===== src/rtl/radio_spi_ctrl.sv =====
// rtl/radio_spi_ctrl.sv - SPI write controller for the radio transceiver (18-bit) and DAC (16-bit)
module radio_spi_ctrl #(
    parameter int CLK_DIV = 2
) (
    input  logic        Bus2IP_Clk,
    input  logic        Bus2IP_Reset,
    input  logic        req_valid,
    output logic        req_ready,
    input  logic        req_target,
    input  logic [0:17] req_data,
    output logic        busy,
    output logic        done,
    output logic        controller_spi_clk,
    output logic        controller_spi_data,
    output logic        controller_radio_cs,
    output logic        controller_dac_cs
);
    typedef enum logic [2:0] {IDLE, SETUP, CLK_HI, CLK_LO, GAP} state_t;

    localparam logic [7:0] DIV_LAST = 8'(CLK_DIV - 1);
    // GAP plus the done/IDLE cycle give exactly CLK_DIV CS-high cycles between words
    localparam logic [7:0] GAP_LAST = 8'((CLK_DIV > 1) ? CLK_DIV - 2 : 0);

    state_t      r_state;
    logic [7:0]  r_div;
    logic [4:0]  r_bit;
    logic [4:0]  r_last;
    logic [17:0] r_shift;
    logic        r_ready;
    logic        r_busy;
    logic        r_done;
    logic        r_sclk;
    logic        r_sdata;
    logic        r_rcs;
    logic        r_dcs;
    logic        w_div_end;

    assign w_div_end = (r_div == DIV_LAST);

    always_ff @(posedge Bus2IP_Clk) begin
        if (Bus2IP_Reset) begin
            r_state <= IDLE;
            r_div   <= 8'd0;
            r_bit   <= 5'd0;
            r_last  <= 5'd0;
            r_shift <= 18'd0;
            r_ready <= 1'b0;
            r_busy  <= 1'b0;
            r_done  <= 1'b0;
            r_sclk  <= 1'b0;
            r_sdata <= 1'b0;
            r_rcs   <= 1'b1;
            r_dcs   <= 1'b1;
        end else begin
            r_done <= 1'b0;
            case (r_state)
                IDLE: begin
                    if (req_valid && r_ready) begin
                        r_state <= SETUP;
                        r_shift <= req_data;
                        r_last  <= req_target ? 5'd15 : 5'd17;
                        r_bit   <= 5'd0;
                        r_div   <= 8'd0;
                        r_sdata <= req_data[0];
                        r_rcs   <= req_target;
                        r_dcs   <= !req_target;
                        r_busy  <= 1'b1;
                        r_ready <= 1'b0;
                    end else begin
                        r_ready <= 1'b1;
                    end
                end
                SETUP: begin
                    if (w_div_end) begin
                        r_div   <= 8'd0;
                        r_sclk  <= 1'b1;
                        r_state <= CLK_HI;
                    end else begin
                        r_div <= r_div + 8'd1;
                    end
                end
                CLK_HI: begin
                    if (w_div_end) begin
                        r_div   <= 8'd0;
                        r_sclk  <= 1'b0;
                        r_state <= CLK_LO;
                        // the last bit is held through its low phase rather than shifting in padding
                        if (r_bit != r_last) begin
                            r_shift <= {r_shift[16:0], 1'b0};
                            r_sdata <= r_shift[16];
                        end
                    end else begin
                        r_div <= r_div + 8'd1;
                    end
                end
                CLK_LO: begin
                    if (w_div_end) begin
                        r_div <= 8'd0;
                        if (r_bit == r_last) begin
                            r_rcs   <= 1'b1;
                            r_dcs   <= 1'b1;
                            r_sdata <= 1'b0;
                            if (CLK_DIV == 1) begin
                                r_state <= IDLE;
                                r_busy  <= 1'b0;
                                r_done  <= 1'b1;
                                r_ready <= 1'b1;
                            end else begin
                                r_state <= GAP;
                            end
                        end else begin
                            r_bit   <= r_bit + 5'd1;
                            r_sclk  <= 1'b1;
                            r_state <= CLK_HI;
                        end
                    end else begin
                        r_div <= r_div + 8'd1;
                    end
                end
                GAP: begin
                    if (r_div == GAP_LAST) begin
                        r_div   <= 8'd0;
                        r_state <= IDLE;
                        r_busy  <= 1'b0;
                        r_done  <= 1'b1;
                        r_ready <= 1'b1;
                    end else begin
                        r_div <= r_div + 8'd1;
                    end
                end
                default: r_state <= IDLE;
            endcase
        end
    end

    assign req_ready           = r_ready;
    assign busy                = r_busy;
    assign done                = r_done;
    assign controller_spi_clk  = r_sclk;
    assign controller_spi_data = r_sdata;
    assign controller_radio_cs = r_rcs;
    assign controller_dac_cs   = r_dcs;
endmodule

===== config.mk =====
export PLATFORM = sky130hd
export DESIGN_NAME = radio_spi_ctrl
export DESIGN_NICKNAME = d
export VERILOG_FILES = /design/src/rtl/radio_spi_ctrl.sv
export SDC_FILE = /design/constraint.sdc
export NUM_CORES = 1
export LEC_CHECK = 0
export CAP_MARGIN = 20
export CORE_MARGIN = 5
export CORE_UTILIZATION = 42
export DETAILED_ROUTE_END_ITERATION = 10
export DONT_BUFFER_PORTS = 1
export MAX_ROUTING_LAYER = met4
export PLACE_DENSITY = 0.58
export SETUP_SLACK_MARGIN = 0.05
export SYNTH_ARGS = -nofsm -noshare
export SYNTH_HDL_FRONTEND = slang
export SYNTH_SLANG_ARGS = --single-unit

===== constraint.sdc =====
create_clock -name Bus2IP_Clk -period 2.4 [get_ports Bus2IP_Clk]
set_clock_uncertainty 0.15 [all_clocks]
set_input_delay 0.24 -clock Bus2IP_Clk [delete_from_list [all_inputs] [get_ports Bus2IP_Clk]]
set_output_delay 0.24 -clock Bus2IP_Clk [all_outputs]
set_load 0.01 [all_outputs]

# After elaboration in Yosys (flattened, before gate mapping)
# Index checks and enable logic that the tools add are counted.
# W data, S select, Z words.
# totals
reg_bits	45
in_bits	22
output_inout_bits	7
elab_cells	96
# classes
n_addsub	2
eq_ne	15
n_mux	44
bitwise_logic	1
n_reduce_logical	22
# ops
operator	n
$mux W17	3
$pmux W17 S2	1
$mux W8	3
$pmux W8 S3	1
$mux W5	4
$mux W1	18
$mux W3	6
$ne A2 B2 Y1 const B	8
$pmux W3 S5	1
$reduce_and A4 Y1	3
$pmux W5 S2	1
$reduce_and A5 Y1	2
$reduce_bool A3 Y1	3
$add A8 B1 Y8 const B	1
$eq A8 B1 Y1 const B	1
$logic_not A8 Y1	1
$pmux W1 S2	4
$eq A3 B2 Y1 const B	2
$pmux W1 S3	2
$reduce_and A2 Y1	3
$reduce_and A6 Y1	1
$reduce_bool A2 Y1	3
$add A5 B1 Y5 const B	1
$eq A5 B5 Y1	1
other kinds (10)	10

# Depth between registers and ports, before layout
# Gate-level depths: netlist of run 1.
# depth
word_depth	4
depth_mapped	9
mapped_depth_nobuf	7

# Worst setup path before layout of run 1
# Ideal clock, no wire load.
# synth_timing
kind	reg2reg
startpoint	register r_div[2]
endpoint	register r_sdata (netlist: controller_spi_data)
setup_time_ns	0.081
arrival_ns	1.593
t_required_ns	2.169
slack_ns	0.576
stages_incl_launch_ff	6
path_buffers	0
period_less_slack_ns	1.824
cell_sequence	dfxtp_1 > nor4_4 > nand3_1 > or3_1 > nor3b_1 > a211oi_2
# synth_between
elab_chain_cells	3
# synth_rtl
element	line_no	rtl
from (decl)	25	logic [7:0] r_div;
from (signal assigned)	79	r_div <= r_div + 8'd1;
from (signal assigned)	93	r_div <= r_div + 8'd1;
from (signal assigned)	117	r_div <= r_div + 8'd1;
$eq A8 B1 Y1 (*)	38	assign w_div_end = (r_div == DIV_LAST);
$ne A2 B2 Y1 (no line)	n/a	
$reduce_and A6 Y1 (no line) (*)	n/a	
to (signal assigned)	64	r_sdata <= req_data[0];
to (signal assigned)	90	r_sdata <= r_shift[16];
to (decl)	33	logic r_sdata;
# Every way passes the cells marked *; elsewhere a longest branch is shown, timed or not.
# A chain may end at the register's enable or synchronous reset.

# Worst setup path after layout of run 1
# layout_timing
startpoint	register r_div[2]
endpoint	register r_shift[11]
# layout_between
elab_chain_cells	3
# layout_rtl
element	line_no	rtl
$eq A8 B1 Y1	38	
$ne A2 B2 Y1 (no line)	n/a	
$reduce_and A4 Y1 (no line)	n/a	
to (signal assigned)	60	r_shift <= req_data;
to (signal assigned)	89	r_shift <= {r_shift[16:0], 1'b0};
to (decl)	28	logic [17:0] r_shift;
# No other way between the ends.

==> results of run 1 <==
cell usage in the layout, fill, tap and decap left out, types with 4 or more instances in the layout:
| cell type | synthesis | routed |
|---|---|---|
| mux2i_1 | 18 | 18 |
| clkbuf_8 | 0 | 6 |
| and3_1 | 5 | 5 |
| nand2b_1 | 4 | 4 |
| a31oi_1 | 5 | 5 |
| nor2_1 | 25 | 25 |
| nand2_1 | 7 | 7 |
| a211oi_1 | 5 | 5 |
| nor3_1 | 4 | 4 |
| a21oi_1 | 17 | 17 |
| ha_1 | 4 | 4 |
| nand3_1 | 6 | 6 |
| a211oi_2 | 15 | 15 |
| nor3b_1 | 6 | 5 |
| o21ai_0 | 7 | 7 |
| dfxtp_1 | 43 | 43 |
| buf_4 | 2 | 4 |
| nor2_2 | 14 | 14 |
final cells by class:
class	count	area (um^2)
clock buffers	6	82.58
repair buffers	8	100.1
flip-flops and latches	43	860.8
multi-input cells	175	1247
inverters	3	11.26
well taps	70	87.58
clock inverters	2	35.03
fillers	502	2683
per-stage QoR:
stage	setup WS [ps]	total power [W]
4_1_cts	305.5	0.001649
3_5_place_dp	330.4	0.001047
5_1_grt	176.5	0.001708
2_1_floorplan	576.1	0.001018
3_3_place_gp	377.2	0.001043
6_report	308.4	0.001622
critical path: stages (launching register included):
cell and delay, ps:
dfxtp_1 360, nor4_4 380, and3_1 330, a31o_2 340, buf_12 220, nor2_2 50, a211oi_2 180
where the power goes:
part | internal, W | total (W) | leakage (nW) | switching (W)
combinational | 0.000110 | 0.000247 | 0.424 | 0.000137
clock | 0.000337 | 0.000578 | 0.0612 | 0.000241
sequential | 0.000756 | 0.000797 | 0.351 | 0.0000409
total | 0.00120 | 0.00162 | 0.836 | 0.000419
how the worst min path moves through the flow:
stage | to | slack (ps) | from
CTS | r_bit[4]$_SDFFE_PP0P_ | 4 | Bus2IP_Reset
detailed placement | r_shift[5]$_SDFFE_PP0P_ | 160 | Bus2IP_Reset
finish | r_bit[4]$_SDFFE_PP0P_ | 10 | Bus2IP_Reset
global placement | r_shift[7]$_SDFFE_PP0P_ | 160 | Bus2IP_Reset
floorplan | controller_radio_cs$_SDFFE_PP1P_ | 250 | req_target
global route | r_bit[4]$_SDFFE_PP0P_ | 20 | Bus2IP_Reset
state kept, by name, summed over array words and instances, names as in the netlist:
name	cells
r_last	3
r_div	8
r_shift	17
r_state	3
done	1
req_ready	1
busy	1
controller_dac_cs	1
r_bit	5
controller_radio_cs	1
controller_spi_data	1
controller_spi_clk	1
cells by family (layout without fill, tap and decap cells):
group | count (synthesis) | in the layout
compound gates | 64 | 64
xor+xnor | 4 | 4
fa+ha+maj | 4 | 4
buf+inv | 19 | 19
flops | 43 | 43
mux | 18 | 18
simple gates | 85 | 85
metal layers:
layer	vias up	part of all wire [%]	global-route usage (%)	routed length, um
met5	-	0	-	0
met4	0	1.6	5.392	72
met3	6	6.5	4.772	286
met2	33	43	19.95	1887
met1	775	49	18.15	2121
li1	861	-	-	-
==> run summary, run 1 <==
R2r setup slk - 310 ps
Drt initial violations - 76
Post-Synth XOR/XNOR Area - 1.577%
Synthesized area - 2222 um^2
First-pass GRT wire length - 7058 um
Area Growth Syn to Fin - 9.122%
Max Root-Sink Buffers - 2
Post-Synth Simple-Gate Area - 21.17%
Main synth FF type - dfxtp_1
DR pass1 iterations - 5
CTS tree - done
Die height - 82.74 um
Crit end category - flop
Crit path max fanout - 21
Max-slew violation count - 0
EDFF count, synth - 0
Hold-fix buffers, CTS - 2
Antenna Cells - 0
Unrepaired setup endpoints after global routing - false
Number of synthesized register bits - 43
Worst EP arrival - 2160 ps
Final setup TNS - 0 ps
Clock sink count - 43
Placed Cells incl. Taps - 297
Largest net degree at the start of global routing - 40
MaxCap Viol Count - 0
Num rows - 26
Static leakage - 0.8358 nW
Synth Area in Compound Gates - 22.80%
ANT nets after route - 0
Status - finished clean
Slew headroom - 66.91%
Async set-reset flop share out of synthesis - 0%
Vias in the first global route - 1,491
Core Region - 5107 um^2
Synth cell count leaders - dfxtp_1 (43), nor2_1 (25), mux2i_1 (18)
Root Driver - clkbuf_8
Cell count after synthesis - 237
Cell Area, Placed - 2277 um^2
NumNets Final - 262
Crit Path Class - reg -> reg
Worst Setup EP - r_shift[11]$_SDFFE_PP0P_
Reg clk slew, reported paths - 80 ps
Post-route cell area - 2425 um^2
I/O pin count - 29
Yosys cell types - 47
Final cycle utilization of the critical path - 87.15%
Initial Util - 43.51%
Worst-Skew Late Latency - 300 ps
RR Endpoint - r_shift[11]$_SDFFE_PP0P_
Final setup viols - 0
Number of cells on the worst reg-to-reg path - 6
CTS H-tree lvls - 2
Finished Core Util - 47.48%
Cts bufs inserted - 5
# port buffers - 0
Crit. Startpoint - r_div[2]$_SDFFE_PP0P_
GPL Wtd Cong - 0.7543
Gr ovfl total - 0
Worst hold-check path type - in -> reg
Avg WL per Cell - 14.22 um
P per Cell Area - 669.0 nW/um^2
Hpwl dp - 3053 um
Area of the die - 6845 um^2
Post-CTS sizing - 0
Ratio of cells with drive above 1 in the final layout - 21.94%
Fmax - 0.4781 GHz
Mapped Nets - 263
Avg Synthesized Cell Area - 9.376 um^2
Worst hold stages - 3
Gr usage total - 13.99%
Post-synthesis mux area share - 8.108%
Via count - 1,675
Largest family of logic cells by synthesized area - compound AO/OA/AOI/OAI gates
Non-filler cells, final - 307
Reg-to-reg startpoint - r_div[2]$_SDFFE_PP0P_
Post CTS Setup Buffer Count - 0
Fin crit period - 2092 ps
Adder-Cell Fraction of Synth Area - 2.252%
Seq/Total Area, Yosys - 38.74%
Drt via density - 5.456
Routed wire length - 4367 um
Max VDD drop - 263.7 uV
Final Hold Fails - 0
Synth area leaders - dfxtp_1 (39%), a211oi_2 (8.4%), mux2i_1 (8.1%), nor2_1 (4.2%), nor2_2 (3.9%)
WP data required - 2470 ps
Antenna violations before repair - 0
Most common cell in the netlist - dfxtp_1
Syn. warnings - 0
Yosys top cell area share - 38.74%
Die width - 82.74 um
CP Launch Type - flop
Hold WS - 14.79 ps
Measured slew at the worst slew-check pin - 494.1 ps
DRC Markers - 0
Area leader, netlist - dfxtp_1
No activity file was read; power rests on OpenSTA's default activity.
==> inputs of run 2 (changes only) <==
--- a/config.mk
+++ b/config.mk
@@ -5,13 +5,13 @@
 export SDC_FILE = /design/constraint.sdc
 export NUM_CORES = 1
 export LEC_CHECK = 0
+export BUFFER_PORTS_ARGS = -buffer_cell sky130_fd_sc_hd__buf_4
 export CAP_MARGIN = 20
 export CORE_MARGIN = 5
 export CORE_UTILIZATION = 42
 export DETAILED_ROUTE_END_ITERATION = 10
-export DONT_BUFFER_PORTS = 1
 export MAX_ROUTING_LAYER = met4
-export PLACE_DENSITY = 0.58
+export PLACE_DENSITY = 0.63
 export SETUP_SLACK_MARGIN = 0.05
 export SYNTH_ARGS = -nofsm -noshare
 export SYNTH_HDL_FRONTEND = slang
==> run summary, run 2 (same netlist as run 1, synthesis figures left out) <==
Met3 Usage GRT - 2.603% (-2.2 points)
Hold Startpoint - req_target
Unrepaired setup endpoints after global routing - false
Reg clk slew, reported paths - 80 ps (about the same)
Area Growth Syn to Fin - 16.44%
CP max stage delay - 480 ps (+100 ps)
Crit end category - flop
Gr busiest metal - met2
Initial Util - 43.51% (unchanged)
Fill count - 494 (-1.6%)
GPL Wtd Cong - 0.7910 (+4.9%)
Max Root-Sink Buffers - 2 (unchanged)
Largest net degree at the start of global routing - 44 (+10%)
DRC Markers - 0 (unchanged)
ANT nets after route - 0 (unchanged)
Vias in the first global route - 1,496 (+0.34%)
Biggest register - r_shift
RR Endpoint - r_shift[10]$_SDFFE_PP0P_
Die width - 82.74 um (unchanged)
Post-CTS sizing - 0 (unchanged)
Drt initial violations - 89 (+17%)
Root Driver - clkbuf_8
Worst EP arrival - 2180 ps (+20 ps)
Fin crit period - 2113 ps (+20.92 ps)
Max-slew violation count - 0 (unchanged)
Crit-path cells - and4_1 > o211ai_1 > a31o_2 > buf_4 > nor2_2 > a211oi_2
Slowest CP cell - o211ai_1
Final Hold Fails - 0 (unchanged)
Leading cell types in the layout, fill and taps excluded - dfxtp_1 (43), buf_4 (33), nor2_1 (25)
Crit Path Class - reg -> reg
Gr ovfl total - 0 (unchanged)
Core Region - 5107 um^2 (unchanged)
Register area - 860.8 um^2 (unchanged)
I/O pin count - 29 (unchanged)
Number of cells on the worst reg-to-reg path - 6 (unchanged)
CP Launch Type - flop
Slew headroom - 62.26% (-4.7 points)
Gr usage total - 13.11% (-0.88 points)
# port buffers - 28 (+28)
Final setup viols - 0 (unchanged)
Top Registers - r_shift (17), r_div (8), r_bit (5)
CTS H-tree lvls - 2 (unchanged)
Cts bufs inserted - 5 (unchanged)
Via count - 1,746 (+4.2%)
Hold WS - 68.11 ps (+53.32 ps)
Met1 Usage GRT - 17.73% (-0.42 points)
Measured slew at the worst slew-check pin - 563.7 ps (+69.59 ps)
Antenna Cells - 0 (unchanged)
Final cycle utilization of the critical path - 88.02% (+0.87 points)
Drt via density - 5.259 (-3.6%)
Antenna violations before repair - 0 (unchanged)
R2r setup slk - 290 ps (-20 ps)
DR pass1 iterations - 4 (-1)
Hold-fix buffers, CTS - 0 (-2)
Avg WL per Cell - 12.70 um (-11%)
Status - finished clean
WP data required - 2470 ps (about the same)
Max VDD drop - 301.0 uV (+14%)
First-pass GRT wire length - 6810 um (-3.5%)
Ratio of cells with drive above 1 in the final layout - 29.39% (+7.4 points)
Static leakage - 0.9506 nW (+14%)
Area of the die - 6845 um^2 (unchanged)
Hpwl dp - 2959 um (-3.1%)
NumNets Final - 287 (+9.5%)
CTS tree - done
Clock sink count - 43 (unchanged)
Routed wire length - 4218 um (-3.4%)
Fmax - 0.4734 GHz (-0.99%)
Multi-input combinational cell area - 1247 um^2 (unchanged)
Met2 global-route usage - 19.31% (-0.64 points)
Worst hold-check path type - in -> reg
Die height - 82.74 um (unchanged)
Max reg flops - 17 (unchanged)
Num rows - 26 (unchanged)
Reg-to-reg startpoint - r_bit[2]$_SDFFE_PP0P_
Post CTS Setup Buffer Count - 0 (unchanged)
Crit path max fanout - 21 (unchanged)
Commonest non-fill, non-tap cell in the layout - dfxtp_1
Final setup TNS - 0 ps (unchanged)
MaxCap Viol Count - 0 (unchanged)
Worst-Skew Late Latency - 290 ps (about the same)
P per Cell Area - 667.4 nW/um^2 (-0.24%)
Worst hold endpoint - controller_radio_cs$_SDFFE_PP1P_
Worst hold stages - 3 (unchanged)
==> run 2: worst max-delay path by stage <==
stage                                                  end                     from  slack, ps
after floorplan           controller_spi_data$_SDFFE_PP0P_    r_div[2]$_SDFFE_PP0P_        580
after global placement            r_shift[10]$_SDFFE_PP0P_    r_bit[2]$_SDFFE_PP0P_        340
after detailed placement          r_shift[10]$_SDFFE_PP0P_    r_div[2]$_SDFFE_PP0P_        320
after CTS                         r_shift[10]$_SDFFE_PP0P_    r_div[2]$_SDFFE_PP0P_        300
after global routing                 r_div[5]$_SDFFE_PP0P_  r_state[0]$_SDFFE_PP0P_        130
final                             r_shift[10]$_SDFFE_PP0P_    r_bit[2]$_SDFFE_PP0P_        290
==> run 2: area by class of cell <==
type | instances | share of cell area [%]
Clock inverter | 2 | 2.321
Clock buffer | 6 | 2.805
Inverter | 3 | 0.4352
Multi-Input combinational cell | 175 | 48.21
Sequential cell | 43 | 33.27
Timing Repair Buffer | 33 | 9.574
Tap cell | 70 | 3.385
==> run 2: through the flow <==
step                      setup WS [ps]  power, W  cell area, um^2  std cells  util (%)
after CTS                         299.4  0.001748             2587        332     50.66
after global routing              132.2  0.001806             2587        332     50.66
after global placement            336.3  0.001080             2455        324     48.06
final                             287.5  0.001727             2587        332     50.66
after floorplan                   576.1  0.001018             2222        237         -
after detailed placement          323.0  0.001084             2455        324     48.06
==> run 2: worst max-delay path, delay by kind of cell (launching register included) <==
family                 cells  cell delay, ps
flip-flops                 1             370
buffers and inverters      1             310
AO/OA/AOI/OAI              3             940
AND/OR/NAND/NOR            2             260
==> run 2: routing by layer <==
metal  share of wire, %  routed length, um  vias up
met4                1.4                 61        0
met5                  0                  0        -
met3                4.1                172        7
met2                 42               1788       33
li1                   -                  -      912
met1                 52               2194      794
==> run 2: power breakdown <==
part	internal (W)	switching (W)
sequential	0.000756	0.0000373
clock	0.000416	0.000245
combinational	0.000126	0.000147
==> inputs of run 3 (changes only) <==
--- a/config.mk
+++ b/config.mk
@@ -7,6 +7,7 @@
 export LEC_CHECK = 0
 export BUFFER_PORTS_ARGS = -buffer_cell sky130_fd_sc_hd__buf_4
 export CAP_MARGIN = 20
+export CORE_ASPECT_RATIO = 1.2
 export CORE_MARGIN = 5
 export CORE_UTILIZATION = 42
 export DETAILED_ROUTE_END_ITERATION = 10
==> constraint.sdc (replaced) <==
create_clock -name Bus2IP_Clk -period 2.4 [get_ports Bus2IP_Clk]
set_clock_uncertainty 0.15 [all_clocks]
set_input_delay 0.48 -clock Bus2IP_Clk [delete_from_list [all_inputs] [get_ports Bus2IP_Clk]]
set_output_delay 0.48 -clock Bus2IP_Clk [all_outputs]
set_load 0.01 [all_outputs]
==> run summary, run 3 (same netlist as run 1, synthesis figures left out) <==
Status - finished clean
Final setup viols - 0 (unchanged)
Drt via density - 5.481 (+4.2%)
Via count - 1,776 (+1.7%)
Num rows - 29 (+12%)
Fill count - 525 (+6.3%)
Leading cell types in the layout, fill and taps excluded - dfxtp_1 (43), buf_4 (33), nor2_1 (25)
Initial Util - 42.53% (-0.98 points)
Post CTS Setup Buffer Count - 0 (unchanged)
Crit end category - flop
CTS tree - done
Antenna Cells - 0 (unchanged)
Crit path setup slack, layout - 359.4 ps (+71.94 ps)
Antenna violations before repair - 0 (unchanged)
Commonest non-fill, non-tap cell in the layout - dfxtp_1
Die height - 89.68 um (+8.4%)
Post-CTS sizing - 0 (unchanged)
First-pass GRT wire length - 7500 um (+10%)
# port buffers - 28 (unchanged)
Unrepaired setup endpoints after global routing - false
Max VDD drop - 230.8 uV (-23%)
MaxCap Viol Count - 0 (unchanged)
Routed wire length - 4261 um (+1.0%)
Measured slew at the worst slew-check pin - 524.8 ps (-38.89 ps)
CP max stage delay - 390 ps (-90 ps)
Fin crit period - 2041 ps (-71.94 ps)
Final Hold Fails - 0 (unchanged)
Drt initial violations - 65 (-27%)
Hpwl dp - 3056 um (+3.3%)
P per Cell Area - 598.2 nW/um^2 (-10%)
Avg WL per Cell - 13.15 um (+3.5%)
Biggest register - r_shift
Root Driver - clkbuf_8
Static leakage - 0.9408 nW (-1.0%)
NumNets Final - 288 (+0.35%)
Die width - 76.40 um (-7.7%)
Max Root-Sink Buffers - 2 (unchanged)
Final cycle utilization of the critical path - 85.02% (-3.0 points)
Final setup TNS - 0 ps (unchanged)
Hold-fix buffers, CTS - 0 (unchanged)
Area of the die - 6852 um^2 (about the same)
Worst EP arrival - 2050 ps (-130 ps)
Ratio of cells with drive above 1 in the final layout - 29.77% (+0.38 points)
Core Region - 5225 um^2 (+2.3%)
Gr ovfl total - 0 (unchanged)
Switching share of total power - 27.06% (+2.2 points)
Clock sink count - 43 (unchanged)
I/O pin count - 29 (unchanged)
Vias in the first global route - 1,710 (+14%)
Psw - 0.0004132 W (-3.7%)
Top Registers - r_shift (17), r_div (8), r_bit (5)
GPL Wtd Cong - 0.8484 (+7.3%)
Finished Core Util - 48.85% (-1.8 points)
Worst hold-check path type - in -> reg
Seq pwr share - 51.9% (+6.0 points)
CTS H-tree lvls - 2 (unchanged)
Reg clk slew, reported paths - 80 ps (about the same)
Area Growth Syn to Fin - 14.86%
Max-slew violation count - 0 (unchanged)
Max reg flops - 17 (unchanged)
Slowest CP cell - nor4_4
Cell Int Power - 0.001114 W (-14%)
Pre-CTS WS - 374.2 ps (+51.13 ps)
Fmax - 0.4901 GHz (+3.5%)
Crit-path cells - nor4_4 > and3_1 > a31o_2 > buf_12 > mux2i_1 > nor2_1
Crit Path Class - reg -> reg
DRC Markers - 0 (unchanged)
Gate power share - 18.1% (+2.3 points)
Cts bufs inserted - 5 (unchanged)
Slew headroom - 65.01% (+2.8 points)
Clk network pwr share - 30.0% (-8.3 points)
Gr usage total - 13.64% (+0.53 points)
Worst-Skew Late Latency - 290 ps (about the same)
Crit path max fanout - 35 (+67%)
ANT nets after route - 0 (unchanged)
CP Launch Type - flop
WP data required - 2410 ps (-60 ps)
Largest net degree at the start of global routing - 44 (unchanged)
DR pass1 iterations - 4 (unchanged)
==> run 3: metrics by stage <==
stage	instance area (um^2)	total power, W	hold slack (ps)	instances
6_report	2552	0.001527	311.2	324
4_1_cts	2552	0.001554	294.2	324
5_1_grt	2552	0.001620	304.2	324
2_1_floorplan	2222	0.001018	295.4	237
3_3_place_gp	2465	0.001087	309.4	317
3_5_place_dp	2465	0.001089	308.1	317
==> run 3: final timing paths <==
kind	start	to	slack [ps]	cells after the start
worst min register to register	r_last[3]$_SDFFE_PP0P_	r_last[3]$_SDFFE_PP0P_	320	2
worst max register to register	r_div[2]$_SDFFE_PP0P_	r_shift[0]$_SDFFE_PP0P_	360	6
worst min-delay path	req_target	controller_radio_cs$_SDFFE_PP1P_	310	3
worst max-delay path	r_div[2]$_SDFFE_PP0P_	r_shift[0]$_SDFFE_PP0P_	360	6
==> run 3: metal layers <==
metal  track usage [%]  wire length, um  part of all wire [%]
met1             14.71             1935                    45
met5                 -                0                     0
met3             4.691              225                   5.3
met4             4.769               67                   1.6
met2             23.60             2032                    48
==> run 3: area by class of cell <==
class                           count  area, um^2  share of cell area, %
Multi-Input combinational cell    175        1247                  48.87
Sequential cell                    43       860.8                  33.73
Timing Repair Buffer               34       267.8                  10.49
Clock buffer                        6       82.58                  3.235
Tap cell                           62       77.57                  3.039
Inverter                            3       11.26                 0.4412
Clock inverter                      1       5.005                 0.1961
==> run 3: worst max-delay path: cells and delay by family (launching register included) <==
family	cells	cell delay [ps]
simple gates	3	750
mux	1	200
flops	1	360
compound gates	1	200
buf+inv	1	230
==> run 3: power by group through the flow <==
stage	logic (W)	clock network (W)	registers, W
5_1_grt	0.000308	0.000512	0.000800
3_5_place_dp	0.000280	0	0.000810
6_report	0.000277	0.000457	0.000792
4_1_cts	0.000281	0.000480	0.000793
3_3_place_gp	0.000278	0	0.000809
2_1_floorplan	0.000216	0	0.000802
